File: config.mk
export PLATFORM = sky130hd
export DESIGN_NAME = mst_data_chk_mc
export DESIGN_NICKNAME = d
export VERILOG_FILES = /design/src/rtl/mst_data_chk_mc.sv
export SDC_FILE = /design/constraint.sdc
export NUM_CORES = 1
export LEC_CHECK = 0
export BUFFER_PORTS_ARGS = -buffer_cell sky130_fd_sc_hd__buf_4
export CAP_MARGIN = 20
export CORE_ASPECT_RATIO = 2
export CORE_UTILIZATION = 27
export DETAILED_ROUTE_END_ITERATION = 12
export PLACE_DENSITY_LB_ADDON = 0.12
export SLEW_MARGIN = 20
export SYNTH_ARGS = -nofsm -noshare
export SYNTH_HDL_FRONTEND = slang
export SYNTH_SLANG_ARGS = --single-unit
File: constraint.sdc
create_clock -name clk -period 1.8 [get_ports clk]
set_input_delay 0.18 -clock clk [delete_from_list [all_inputs] [get_ports clk]]
set_output_delay 0.18 -clock clk [all_outputs]
set_load 0.01 [all_outputs]
File: src/rtl/mst_data_chk_mc.sv
// Multi-channel incrementing-pattern checker with per-channel sticky error and saturating count.
// Optional first-mismatch capture ports are enabled by defining MST_DATA_CHK_CAPTURE_EN.
module mst_data_chk_mc #(
   parameter int DW  = 16,
   parameter int NCH = 4,
   parameter int CIW = 2,
   parameter int CW  = 8
) (
   input  logic              clk,
   input  logic              rst_n,
   input  logic              erdis,
   input  logic              clr,
   input  logic              resync,
   input  logic              vld,
   input  logic [CIW-1:0]    ch_id,
   input  logic [DW-1:0]     rdata,
   output logic [NCH-1:0]    seq_err,
   output logic              any_err,
   output logic [NCH*CW-1:0] err_cnt
`ifdef MST_DATA_CHK_CAPTURE_EN
   ,
   output logic              cap_vld,
   output logic [CIW-1:0]    cap_ch,
   output logic [DW-1:0]     cap_exp,
   output logic [DW-1:0]     cap_got
`endif
);

   typedef enum logic {CHK, HALT} ch_state_e;

   ch_state_e         state_q [NCH];
   ch_state_e         state_d [NCH];
   logic [DW-1:0]     exp_q   [NCH];
   logic [DW-1:0]     exp_d   [NCH];
   logic [CW-1:0]     cnt_q   [NCH];
   logic [CW-1:0]     cnt_d   [NCH];
   logic [NCH-1:0]    err_q;
   logic [NCH-1:0]    err_d;

`ifdef MST_DATA_CHK_CAPTURE_EN
   logic              cap_vld_q, cap_vld_d;
   logic [CIW-1:0]    cap_ch_q,  cap_ch_d;
   logic [DW-1:0]     cap_exp_q, cap_exp_d;
   logic [DW-1:0]     cap_got_q, cap_got_d;
`endif

   // NOTE: every next-state signal takes its hold value first, so no path leaves it unassigned (no latch).
   always_comb begin
      state_d = state_q;
      exp_d   = exp_q;
      cnt_d   = cnt_q;
      err_d   = err_q;
`ifdef MST_DATA_CHK_CAPTURE_EN
      cap_vld_d = cap_vld_q;
      cap_ch_d  = cap_ch_q;
      cap_exp_d = cap_exp_q;
      cap_got_d = cap_got_q;
`endif
      if (clr) begin
         for (int n = 0; n < NCH; n++) begin
            state_d[n] = CHK;
            exp_d[n]   = '0;
            cnt_d[n]   = '0;
         end
         err_d = '0;
`ifdef MST_DATA_CHK_CAPTURE_EN
         cap_vld_d = 1'b0;
         cap_ch_d  = '0;
         cap_exp_d = '0;
         cap_got_d = '0;
`endif
      end else if (vld && !erdis) begin
         // Ids at or above NCH match no channel, so such beats fall through untouched.
         for (int n = 0; n < NCH; n++) begin
            if (ch_id == CIW'(n) && state_q[n] == CHK) begin
               if (rdata == exp_q[n]) begin
                  exp_d[n] = exp_q[n] + 1'b1;
               end else begin
                  err_d[n] = 1'b1;
                  if (cnt_q[n] != '1) cnt_d[n] = cnt_q[n] + 1'b1;
                  if (resync) exp_d[n]   = rdata + 1'b1;
                  else        state_d[n] = HALT;
`ifdef MST_DATA_CHK_CAPTURE_EN
                  if (!cap_vld_q) begin
                     cap_vld_d = 1'b1;
                     cap_ch_d  = CIW'(n);
                     cap_exp_d = exp_q[n];
                     cap_got_d = rdata;
                  end
`endif
               end
            end
         end
      end
   end

   // NOTE: the per-channel arrays are small register files and must be reset, since the outputs depend on them directly.
   always_ff @(posedge clk or negedge rst_n) begin
      if (!rst_n) begin
         for (int n = 0; n < NCH; n++) begin
            state_q[n] <= CHK;
            exp_q[n]   <= '0;
            cnt_q[n]   <= '0;
         end
         err_q <= '0;
`ifdef MST_DATA_CHK_CAPTURE_EN
         cap_vld_q <= 1'b0;
         cap_ch_q  <= '0;
         cap_exp_q <= '0;
         cap_got_q <= '0;
`endif
      end else begin
         // NOTE: non-blocking assignment keeps every register sampling pre-edge values.
         state_q <= state_d;
         exp_q   <= exp_d;
         cnt_q   <= cnt_d;
         err_q   <= err_d;
`ifdef MST_DATA_CHK_CAPTURE_EN
         cap_vld_q <= cap_vld_d;
         cap_ch_q  <= cap_ch_d;
         cap_exp_q <= cap_exp_d;
         cap_got_q <= cap_got_d;
`endif
      end
   end

   assign seq_err = err_q & {NCH{~erdis}};
   assign any_err = |seq_err;

   always_comb begin
      for (int n = 0; n < NCH; n++) err_cnt[n*CW +: CW] = cnt_q[n];
   end

`ifdef MST_DATA_CHK_CAPTURE_EN
   assign cap_vld = cap_vld_q;
   assign cap_ch  = cap_ch_q;
   assign cap_exp = cap_exp_q;
   assign cap_got = cap_got_q;
`endif

endmodule

Word level (Yosys, flattened, before mapping):

Cells that the tools add are included.

* flip-flop bits (word level): 104
* bits in latches: 0
* bits in writable memories: 0
* ROM bits: 0
* input bits: 24
* output and inout bits: 37
* word-level logic and storage cells: 130
* memories: 0

* add/sub/neg operators: 9
* $mul: 0
* div/mod/pow operators: 0
* order comparisons: 0
* eq/ne operators: 16
* shifts and indexed selects: 0
* multiplexer cells: 46
* bitwise logic cells: 6
* reduce and logical (&&, ||, !) cells: 37

Operators by type and width (count)
* $mux 16: 9
* $mux 64: 2
* $mux 8: 12
* $add 16x1->16 const B: 5
* $eq 16x16->1: 4
* $mux 32: 2
* $add 8x1->8 const B: 4
* $ne 8x8->1 const B: 4
* $reduce_and 4->1: 8
* $reduce_and 3->1: 8
* $reduce_bool 2->1: 9
* $mux 1: 17
* $mux 4: 4
* $reduce_bool 3->1: 4
* $ne 2x2->1 const B: 5
* $logic_and 1x1->1: 5
* $not 1->1: 5
* $and 4x4->4: 1
* $eq 2x2->1 const B: 2
* $reduce_or 4->1: 1
* $eq 2x1->1 const B: 1
* $logic_not 2->1: 1
* $logic_not 1->1: 1

Logic depth before layout (Yosys ltp):

Gate-level depths: netlist of the first run.

* word-level depth: 6
* mapped depth: 9
* gate-level depth less buffers: 7

Worst setup path after synthesis of the first run:

Ideal clock, no wire load.

* path type: register -> register
* start: register exp_q[48] (netlist bit)
* end: register exp_q[63] (netlist bit)
* setup time: 0.126 ns
* arrival: 1.755 ns
* required time: 1.674 ns
* setup slack: -0.081 ns
* cell stages (with the launch flop): 7
* buffers on the path: 1
* period minus slack after synthesis: 1.881 ns
* cell sequence: dfrtp_1 -> xor2_1 -> nor4_2 -> nand4_2 -> a21o_1 -> buf_4 -> a221o_1

* cells in the longest elaborated chain, start to end: 5
* elaborated cells on any way between the ends: 8
* those cells by class: add/sub: 1; eq/ne: 1; mux: 4; reduce/logical: 2

RTL lines
* start, declared: RTL line 33 `logic [DW-1:0] exp_q [NCH];`
* start signal, assigned: RTL line 115 `exp_q <= exp_d;`
* $add 16x1->16 / $eq 16x16->1 (equally long branches): RTL line 77, 76
* $mux 16: RTL line 76 `if (rdata == exp_q[n]) begin`
* $mux 16: RTL line 75 `if (ch_id == CIW'(n) && state_q[n] == CHK) begin`
* $mux 64: RTL line 72 `end else if (vld && !erdis) begin`
* $mux 64: RTL line 59 `if (clr) begin`

Several ways; a longest one is shown, not always the timed one. The select of a mux whose other input is x is not followed.
A chain may end at the register's enable or synchronous reset.

Worst setup path after layout of the first run:

* start: register exp_q[9] (netlist bit)
* end: register exp_q[15] (netlist bit)

Same word-level chain as after synthesis.

==> summary.txt, run 1 <==
Hold path
  • Worst hold path type: in -> reg

Routing
  • Count of unresolved DRC violations after routing: 0
  • Aggregate routed wire length: 29.3 mm
  • Antenna violation net count after detailed routing: 0
  • Via count: 7246
  • Number of search-and-repair iterations in the first detailed-routing pass: 5
  • Routed length per placed instance: 20.5 um
  • Starting DRC count in detailed routing: 237
  • Vias per cell: 5.07

GRT
  • Number of global-route vias before repair: 7383
  • Global-route wire length before repair: 44.0 mm
  • Global routing usage summed across all routing layers: 0.228
  • Total grt overflow: 0
  • Largest net degree at the start of global routing: 45
  • Antenna violations before repair: 0

Timing
  • Max Slew Vio Count: 0
  • Upper clock frequency limit: 0.490 GHz
  • Worst slew margin relative to its limit: 0.661
  • Number of failing setup endpoints in the final timing report: 92
  • Min setup slack post-route: -0.239 ns
  • Least-Margin Pin Slew: 0.507 ns
  • Setup repair after global routing missed its margin: yes
  • Final hold violations: 0
  • Clk_skew: 0.00919 ns
  • Post-route fraction of the period consumed by the critical path: 1.13
  • Min Clock Period, post-route: 2.04 ns

Synth
  • Yosys warning count: 0
  • Area share of the leading cell type in the synthesized netlist: 0.371
  • Mapped Area: 0.00702 mm^2
  • Cell variety after synth: 66
  • Flop and latch count out of synthesis: 104
  • Synthesized area per cell: 8.69 um^2
  • Predominant post-synthesis flop cell: dfrtp_1
  • Library cell with the largest summed area after synthesis: dfrtp_1
  • Dominant cells by area after synthesis: dfrtp_1, xor2_1, xnor2_1
  • Post-synth EDFFs: 0
  • Proportion of register bits with asynchronous set or reset after synthesis: 1.00
  • Total nets after synthesis: 841
  • Post-synthesis cell count: 808
  • Sequential fraction of the synthesis area: 0.371

Placed design
  • Count of input and output buffers: 60
  • Routability congestion estimate from global placement: 0.841
  • Instance area at placement: 0.00939 mm^2
  • Post-detail-place hpwl: 22.5 mm

Floorplanning
  • Number of top-level design ports: 61
  • Starting density of the core: 0.274
  • Total Die Area: 0.0267 mm^2
  • Die span in x: 116 um
  • Core area: 0.0257 mm^2
  • Die extent in y: 230 um
  • FP Rows: 83

Status
  • Violations in the final reports: setup timing
  • Result of the run: finished with violations

Power and ir drop
  • Reported leakage power: 0.00489 uW
  • Total power divided by cell area: 594 mW/mm^2
  • Power, Total: 6420 uW
  • Worst ir drop on vdd: 0.000491 V

Layout
  • Layout Cell Area excl Fill: 0.0108 mm^2
  • P&R area growth vs syn: 54.0%
  • Layout cells sized above 1: 0.437
  • Number of nets in the final layout: 1118
  • ANT cells: 0

Worst setup path
  • Endpoint type of the worst setup path: flop
  • Maximum fanout along the worst path: 6
  • CP Launch Type: flop
  • Endpoint arrival time on the critical path: 2.31 ns
  • Data required time of the worst path: 2.07 ns
  • Worst setup path category: reg -> reg

Clocking
  • Clock slew at reported path FFs: 0.08 ns
  • Sink count of the clock tree: 104
  • Buffer levels on the longest clock path: 2
  • H-tree depth: 3
  • Root cell of the clock tree: clkbuf_16
  • Insertion delay to the later sink of the worst-skew pair: 0.38 ns
  • CTS tree: done
  • Inserted Clock Buffers: 9

Run
  • Number of maximum-capacitance constraint violations: 0
-- report_power, final --
| group | leakage, uW | total [uW] | internal, uW | switching [uW] |
|---|---|---|---|---|
| sequential | 0.00141 | 2570 | 2460 | 111 |
| combinational | 0.00333 | 1570 | 717 | 858 |
| clock | 0.000158 | 2270 | 1250 | 1020 |
-- cells in the mapped netlist (13+ instances only) --
master    number
nand4_1       28
nand2_1       75
o21ai_0       32
nand3_1       38
clkbuf_1      13
nor2_1        76
o21ai_1       24
nor3_1        41
nor4_1        14
xnor2_1       38
dfrtp_1      104
mux2i_1       14
inv_1         22
and3_1        19
a21oi_1       41
xor2_1        55
-- logic make-up (layout without fill, tap and decap cells) --
group / count (synthesis) / after routing / synth area share
compound gates: 159 / 159 / 0.142
xor+xnor: 94 / 94 / 0.118
fa+ha+maj: 9 / 9 / 0.0160
buf+inv: 66 / 348 / 0.0533
flops: 104 / 104 / 0.371
mux: 16 / 16 / 0.0232
simple gates: 360 / 360 / 0.277
-- worst paths after layout --
check	slack [ns]	to	startpoint	cells past startpoint
hold reg to reg	0.49	err_q[0]	err_q[0]	2
setup reg to reg	-0.24	exp_q[15]	exp_q[9]	7
min in group asynchronous	0.23	exp_q[42]	rst_n	2
hold / removal	0.06	err_q[2]	clr	2
max in group asynchronous	0.98	exp_q[2]	rst_n	3
setup / recovery	-0.24	exp_q[15]	exp_q[9]	7
-- registers in the layout, indices dropped and copies added (netlist names) --
name and flops:
state_q 4, err_q 4, exp_q 64, err_cnt 32
-- layout make-up --
cell class | count | area, um^2
multi-input combinational | 638 | 4750
timing repair buffer | 308 | 2620
tap | 340 | 425
sequential | 104 | 2610
fill | 2616 | 14800
clock inverter | 6 | 82.6
inverter | 24 | 90.1
clock buffer | 10 | 239
-- placed cells by master (no fill, tap or decap), types with 27 or more instances in the layout --
cell type	instances
dfrtp_1	101
xnor2_1	35
buf_4	264
o21ai_1	33
nand3_1	32
xor2_1	47
nand4_1	28
nor2_1	68
nand2_1	57
nor3_1	27
-- layer usage --
layer / wire length [um] / up-vias / part of all wire / track usage
met5: 0 / - / 0 / 0
met4: 1840 / 0 / 0.063 / 0.149
met3: 644 / 78 / 0.022 / 0.0277
met2: 16400 / 144 / 0.56 / 0.423
met1: 10400 / 3573 / 0.35 / 0.233
li1: - / 3451 / - / -
-- what timing repair did --
item	CTS	global route
endpoints found under the setup margin	102	104
endpoints found under the hold margin	16	0
cloned	3	2
hold buffers	1	0
pin swaps	62	47
setup buffers	15	12
gates resized for setup	105	107
-- worst max-delay path: stages (launching register included) --
cell and delay, ns:
dfrtp_2 0.46, xor2_2 0.18, nor4_4 0.33, and4_4 0.28, buf_12 0.13, o21ai_4 0.11
o21bai_1 0.19, a211o_1 0.26
-- through the flow --
stage	setup WS (ns)	utilization	setup TNS [ns]	std cells	hold slack (ns)
4_1_cts	-0.216	0.399	-8.68	1418	0.0332
5_1_grt	-0.286	0.421	-16.64	1430	0.0733
2_1_floorplan	-0.0499	-	-0.161	808	-0.116
3_3_place_gp	-0.319	0.366	-18.00	1383	0.0968
6_report	-0.239	0.421	-8.09	1430	0.0609
3_5_place_dp	-0.346	0.366	-19.02	1383	0.0982
Power figures use the tool's default switching activity.
==> run 2: changes to the inputs <==
--- a/config.mk
+++ b/config.mk
@@ -11,6 +11,7 @@
 export CORE_UTILIZATION = 27
 export DETAILED_ROUTE_END_ITERATION = 12
 export PLACE_DENSITY_LB_ADDON = 0.12
+export SKIP_LAST_GASP = 1
 export SLEW_MARGIN = 20
 export SYNTH_ARGS = -nofsm -noshare
 export SYNTH_HDL_FRONTEND = slang
==> summary.txt, run 2 (synthesized netlist as in run 1, its figures left out) <==
Hold path
  • Source of the worst hold timing path: clr
  • Worst Hold Depth: 2
  • End point of the worst hold path: err_q[2]
  • Worst hold path type: in -> reg

Layout
  • Number of flip-flops in the largest register: 64
  • Most frequent cells in the layout: buf_4, dfrtp_1, nor2_1, nand2_1, xor2_1
  • Layout cells sized above 1: 0.435
  • Most flops, register: exp_q
  • P&R area growth vs syn: 54.2%
  • ANT cells: 0
  • Number of nets in the final layout: 1118
  • Most common library cell in the layout ignoring fill and taps: buf_4
  • Layout Cell Area excl Fill: 0.0108 mm^2
  • Total of fill cells in the finished design: 2609
  • Non-filler cells, final: 1430

Power and ir drop
  • Total power divided by cell area: 592 mW/mm^2
  • Worst ir drop on vdd: 0.000492 V
  • Cell internal power dissipation: 4420 uW
  • Sequential Power Share: 0.401
  • Gate power share: 0.244
  • Reported leakage power: 0.00489 uW
  • Switch Pwr: 1980 uW
  • Fraction of power spent switching nets: 0.310
  • Fraction of power consumed by the clock network: 0.354

Floorplanning
  • Core area: 0.0257 mm^2
  • Total Die Area: 0.0267 mm^2
  • Number of top-level design ports: 61
  • Die extent in y: 230 um
  • Die span in x: 116 um
  • FP Rows: 83
  • Starting density of the core: 0.274

Status
  • Result of the run: finished with violations
  • Violations in the final reports: setup timing

Timing
  • Post-route fraction of the period consumed by the critical path: 1.13
  • Least-Margin Pin Slew: 0.597 ns
  • Worst hold-check slack: 0.0636 ns
  • Fin Setup TNS: -11.49 ns
  • Min setup slack post-route: -0.241 ns
  • Final hold violations: 0
  • Clk_skew: 0.0109 ns
  • Upper clock frequency limit: 0.490 GHz
  • Worst slew margin relative to its limit: 0.601
  • Min Clock Period, post-route: 2.04 ns
  • Number of failing setup endpoints in the final timing report: 94
  • Max Slew Vio Count: 0
  • Setup repair after global routing missed its margin: yes

Placed design
  • Instance area at placement: 0.00939 mm^2
  • Count of input and output buffers: 60
  • Post-detail-place hpwl: 22.5 mm
  • Routability congestion estimate from global placement: 0.841
  • Worst slack at placement: -0.346 ns
  • Cell count after placement: 1383

Clocking
  • Root cell of the clock tree: clkbuf_16
  • H-tree depth: 3
  • Clock slew at reported path FFs: 0.07 ns
  • Buffer levels on the longest clock path: 2
  • CTS tree: done
  • Sink count of the clock tree: 104
  • Inserted Clock Buffers: 9
  • Insertion delay to the later sink of the worst-skew pair: 0.38 ns

GRT
  • Global-route wire length before repair: 44.0 mm
  • Antenna violations before repair: 0
  • Largest net degree at the start of global routing: 45
  • Number of global-route vias before repair: 7381
  • Global routing usage summed across all routing layers: 0.228
  • Total grt overflow: 0

Worst setup path
  • Endpoint arrival time on the critical path: 2.31 ns
  • Crit Reg-Reg Endpoint: exp_q[47]
  • Worst setup path category: reg -> reg
  • Setup slack of the worst register-to-register path: -0.24 ns
  • Delay-heaviest family, CP: compound AO/OA/AOI/OAI gates
  • Endpoint type of the worst setup path: flop
  • Data required time of the worst path: 2.07 ns
  • Cells along the critical path: xnor2_1, nand4_1, nor4_4, buf_4, buf_12, a2bb2oi_4, o21ai_1, a211o_1
  • Worst-case reg-to-reg path depth: 8
  • FF-to-FF Start: exp_q[47]
  • CP Launch Type: flop
  • Maximum fanout along the worst path: 5
  • Max stage delay on crit path: 0.40 ns
  • Crit-path slowest cell: dfrtp_1
  • CP Buf/Inv Count: 2

Routing
  • Antenna violation net count after detailed routing: 0
  • Starting DRC count in detailed routing: 267
  • Number of search-and-repair iterations in the first detailed-routing pass: 5
  • Via count: 7236
  • Aggregate routed wire length: 29.5 mm
  • Routed length per placed instance: 20.6 um
  • Vias per cell: 5.06
  • Count of unresolved DRC violations after routing: 0

Run
  • Number of maximum-capacitance constraint violations: 0
run 2: changes by cell type in the layout (fill, tap and decap cells not counted), moves of 2 or more:
cell / before / now
nor3_1: 27 / 33
nor3_2: 13 / 8
buf_4: 264 / 260
nand2_2: 15 / 19
nor2_2: 8 / 5
nor2_4: 0 / 3
buf_6: 25 / 27
clkbuf_16: 11 / 13
nand2_1: 57 / 55
nand2_4: 4 / 2
run 2: timing repair:
item                                   in CTS  in global routing
endpoints found under the hold margin      16                  0
setup endpoints to repair                 102                104
hold buffers                                1                  0
setup buffers                              15                  9
pin swaps                                  59                 52
gates cloned                                3                  5
resized for setup                          88                127
run 2: worst max path at each step:
stage | startpoint | end | cells after the start
floorplan | exp_q[42] | exp_q[46] | 6
global route | exp_q[57] | exp_q[63] | 6
CTS | exp_q[14] | exp_q[15] | 7
global placement | exp_q[55] | err_cnt[6] | 7
finish | exp_q[47] | exp_q[47] | 8
detailed placement | exp_q[55] | err_cnt[6] | 7
run 2: stage by stage:
stage | power (uW) | util
6_report | 6410 | 0.422
5_1_grt | 6680 | 0.422
4_1_cts | 6380 | 0.398
3_5_place_dp | 4010 | 0.366
3_3_place_gp | 4010 | 0.366
2_1_floorplan | 3220 | -
run 2: per-layer routing:
layer  part of all wire  GRT usage
met5                  0          0
met4              0.061      0.143
met3              0.027     0.0279
met2               0.56      0.427
met1               0.35      0.231
run 2: worst register-to-register path: stages, from the launching register on:
cell and delay, ns:
dfrtp_1 0.40, xnor2_1 0.28, nand4_1 0.22, nor4_4 0.19
buf_4 0.19, buf_12 0.13, a2bb2oi_4 0.15, o21ai_1 0.08
a211o_1 0.29
run 2: cell type report:
type | count | area (um^2) | area share
Clock inverter | 6 | 82.6 | 0.00763
Timing Repair Buffer | 308 | 2660 | 0.245
Clock buffer | 10 | 239 | 0.0221
Tap cell | 340 | 425 | 0.0393
Multi-Input combinational cell | 638 | 4730 | 0.437
Sequential cell | 104 | 2610 | 0.241
Inverter | 24 | 90.1 | 0.00832
run 2: power groups by stage:
stage | clock (uW) | combinational (uW) | sequential [uW]
after detailed placement | 0 | 1400 | 2610
after global placement | 0 | 1400 | 2610
final | 2270 | 1570 | 2570
after global routing | 2410 | 1680 | 2590
after floorplan | 0 | 572 | 2640
after CTS | 2350 | 1470 | 2570
==> run 3: changes to the inputs <==
==> constraint.sdc (replaced) <==
create_clock -name clk -period 1.8 [get_ports clk]
set_input_delay 0.36 -clock clk [delete_from_list [all_inputs] [get_ports clk]]
set_output_delay 0.36 -clock clk [all_outputs]
set_load 0.01 [all_outputs]
==> summary.txt, run 3 (synthesized netlist as in run 1, its figures left out) <==
Worst setup path
  • Data required time of the worst path: 2.07 ns
  • CP Launch Type: flop
  • Endpoint arrival time on the critical path: 2.31 ns
  • Worst setup path category: reg -> reg
  • FF-to-FF Start: exp_q[5]
  • Capture point of the worst path: exp_q[9]
  • Crit Reg-Reg Endpoint: exp_q[9]
  • Critical Path Start: exp_q[5]
  • Maximum fanout along the worst path: 6
  • Setup slack of the worst register-to-register path: -0.24 ns
  • Endpoint type of the worst setup path: flop
  • Worst-case reg-to-reg path depth: 6

Power and ir drop
  • Reported leakage power: 0.00480 uW
  • Total power divided by cell area: 592 mW/mm^2
  • Fraction of power consumed by the clock network: 0.336
  • Sequential Power Share: 0.415
  • Worst ir drop on vdd: 0.000344 V
  • Fraction of power spent switching nets: 0.316
  • Switch Pwr: 1980 uW
  • Gate power share: 0.249
  • Cell internal power dissipation: 4280 uW

Clocking
  • Sink count of the clock tree: 104
  • Root cell of the clock tree: clkbuf_16
  • CTS tree: done
  • H-tree depth: 3
  • Insertion delay to the later sink of the worst-skew pair: 0.38 ns
  • Inserted Clock Buffers: 9
  • Buffer levels on the longest clock path: 2
  • Clock slew at reported path FFs: 0.08 ns

Run
  • Number of maximum-capacitance constraint violations: 0

Status
  • Violations in the final reports: setup timing
  • Result of the run: finished with violations

Placed design
  • Instance area at placement: 0.00941 mm^2
  • Routability congestion estimate from global placement: 0.881
  • Count of input and output buffers: 60
  • Post-detail-place hpwl: 22.8 mm
  • Cell count after placement: 1380

GRT
  • Global-route wire length before repair: 44.5 mm
  • Global routing usage summed across all routing layers: 0.230
  • Number of global-route vias before repair: 7554
  • Antenna violations before repair: 0
  • Largest net degree at the start of global routing: 30
  • Total grt overflow: 0

Floorplanning
  • Die extent in y: 230 um
  • Total Die Area: 0.0267 mm^2
  • Starting density of the core: 0.274
  • FP Rows: 83
  • Core area: 0.0257 mm^2
  • Number of top-level design ports: 61
  • Die span in x: 116 um

Layout
  • Number of nets in the final layout: 1110
  • Number of flip-flops in the largest register: 64
  • Layout Cell Area excl Fill: 0.0106 mm^2
  • ANT cells: 0
  • Most common library cell in the layout ignoring fill and taps: buf_4
  • Most flops, register: exp_q
  • Final Core Density: 0.412
  • Non-filler cells, final: 1422
  • Most frequent cells in the layout: buf_4, dfrtp_1, nor2_1, nand2_1, xor2_1
  • Layout cells sized above 1: 0.410
  • P&R area growth vs syn: 50.6%

Timing
  • Number of failing setup endpoints in the final timing report: 95
  • Min setup slack post-route: -0.239 ns
  • Clk_skew: 0.0133 ns
  • Setup repair after global routing missed its margin: yes
  • Worst hold-check slack: 0.343 ns
  • Least-Margin Pin Slew: 0.629 ns
  • Worst slew margin relative to its limit: 0.577
  • Final hold violations: 0
  • Post-route fraction of the period consumed by the critical path: 1.13
  • Min Clock Period, post-route: 2.04 ns
  • Max Slew Vio Count: 0
  • Upper clock frequency limit: 0.490 GHz

Hold path
  • Worst hold path type: in -> reg
  • Source of the worst hold timing path: clr

Routing
  • Number of search-and-repair iterations in the first detailed-routing pass: 5
  • Routed length per placed instance: 20.9 um
  • Antenna violation net count after detailed routing: 0
  • Aggregate routed wire length: 29.7 mm
  • Via count: 7307
  • Count of unresolved DRC violations after routing: 0
  • Starting DRC count in detailed routing: 299
  • Vias per cell: 5.14
run 3: changes by cell type in the layout (fill, tap and decap cells not counted), sizes merged:
cell and change:
buf -8, bufinv -1, inv +1, a21o +1, clkinv -1
run 3: worst min-delay path by stage:
stage / end / slack [ns] / cells past startpoint
3_5_place_dp: err_cnt[9] / 0.26 / 1
2_1_floorplan: err_cnt[0] / 0.06 / 0
5_1_grt: err_q[3] / 0.35 / 3
4_1_cts: state_q[0] / 0.31 / 3
3_3_place_gp: err_cnt[10] / 0.26 / 1
6_report: state_q[0] / 0.34 / 3
run 3: power by group through the flow:
stage	logic, uW	registers, uW	clock network (uW)
after floorplan	593	2640	0
after CTS	1450	2590	2180
after global routing	1680	2610	2260
after detailed placement	1400	2640	0
after global placement	1400	2640	0
final	1560	2600	2100
run 3: metrics by stage:
stage / setup TNS (ns) / worst slack, ns / total power [uW]
finish: -10.90 / -0.239 / 6250
global route: -20.92 / -0.304 / 6550
CTS: -12.23 / -0.224 / 6230
detailed placement: -29.86 / -0.603 / 4040
global placement: -30.64 / -0.628 / 4040
floorplan: -1.19 / -0.109 / 3240
run 3: repair_timing:
| item | in CTS | in global routing |
|---|---|---|
| hold endpoints to repair | 12 | 0 |
| gates cloned | 1 | 3 |
| pin swaps | 21 | 49 |
| endpoints found under the setup margin | 105 | 105 |
| hold buffers | 1 | 0 |
| gates resized for setup | 61 | 107 |
| buffers inserted | 13 | 9 |
run 3: critical path, stage by stage, from the launching register on:
cell and delay [ns]:
dfrtp_2 0.47, xor2_2 0.21, nor4_4 0.34, nand4_2 0.21, buf_6 0.20, a221o_1 0.36, a21o_1 0.16
run 3: layer usage:
| metal | part of all wire | GRT usage | vias to the layer above |
|---|---|---|---|
| met5 | 0 | 0 | - |
| met4 | 0.068 | 0.157 | 0 |
| met3 | 0.034 | 0.0351 | 71 |
| met2 | 0.54 | 0.415 | 189 |
| met1 | 0.36 | 0.237 | 3602 |
| li1 | - | - | 3445 |
run 3: cell type report:
type / count / area, um^2
inverter: 24 / 90.1
clock buffer: 11 / 233
fill: 2619 / 15100
tap: 340 / 425
timing repair buffer: 299 / 2530
clock inverter: 5 / 56.3
multi-input combinational: 639 / 4620
sequential: 104 / 2610
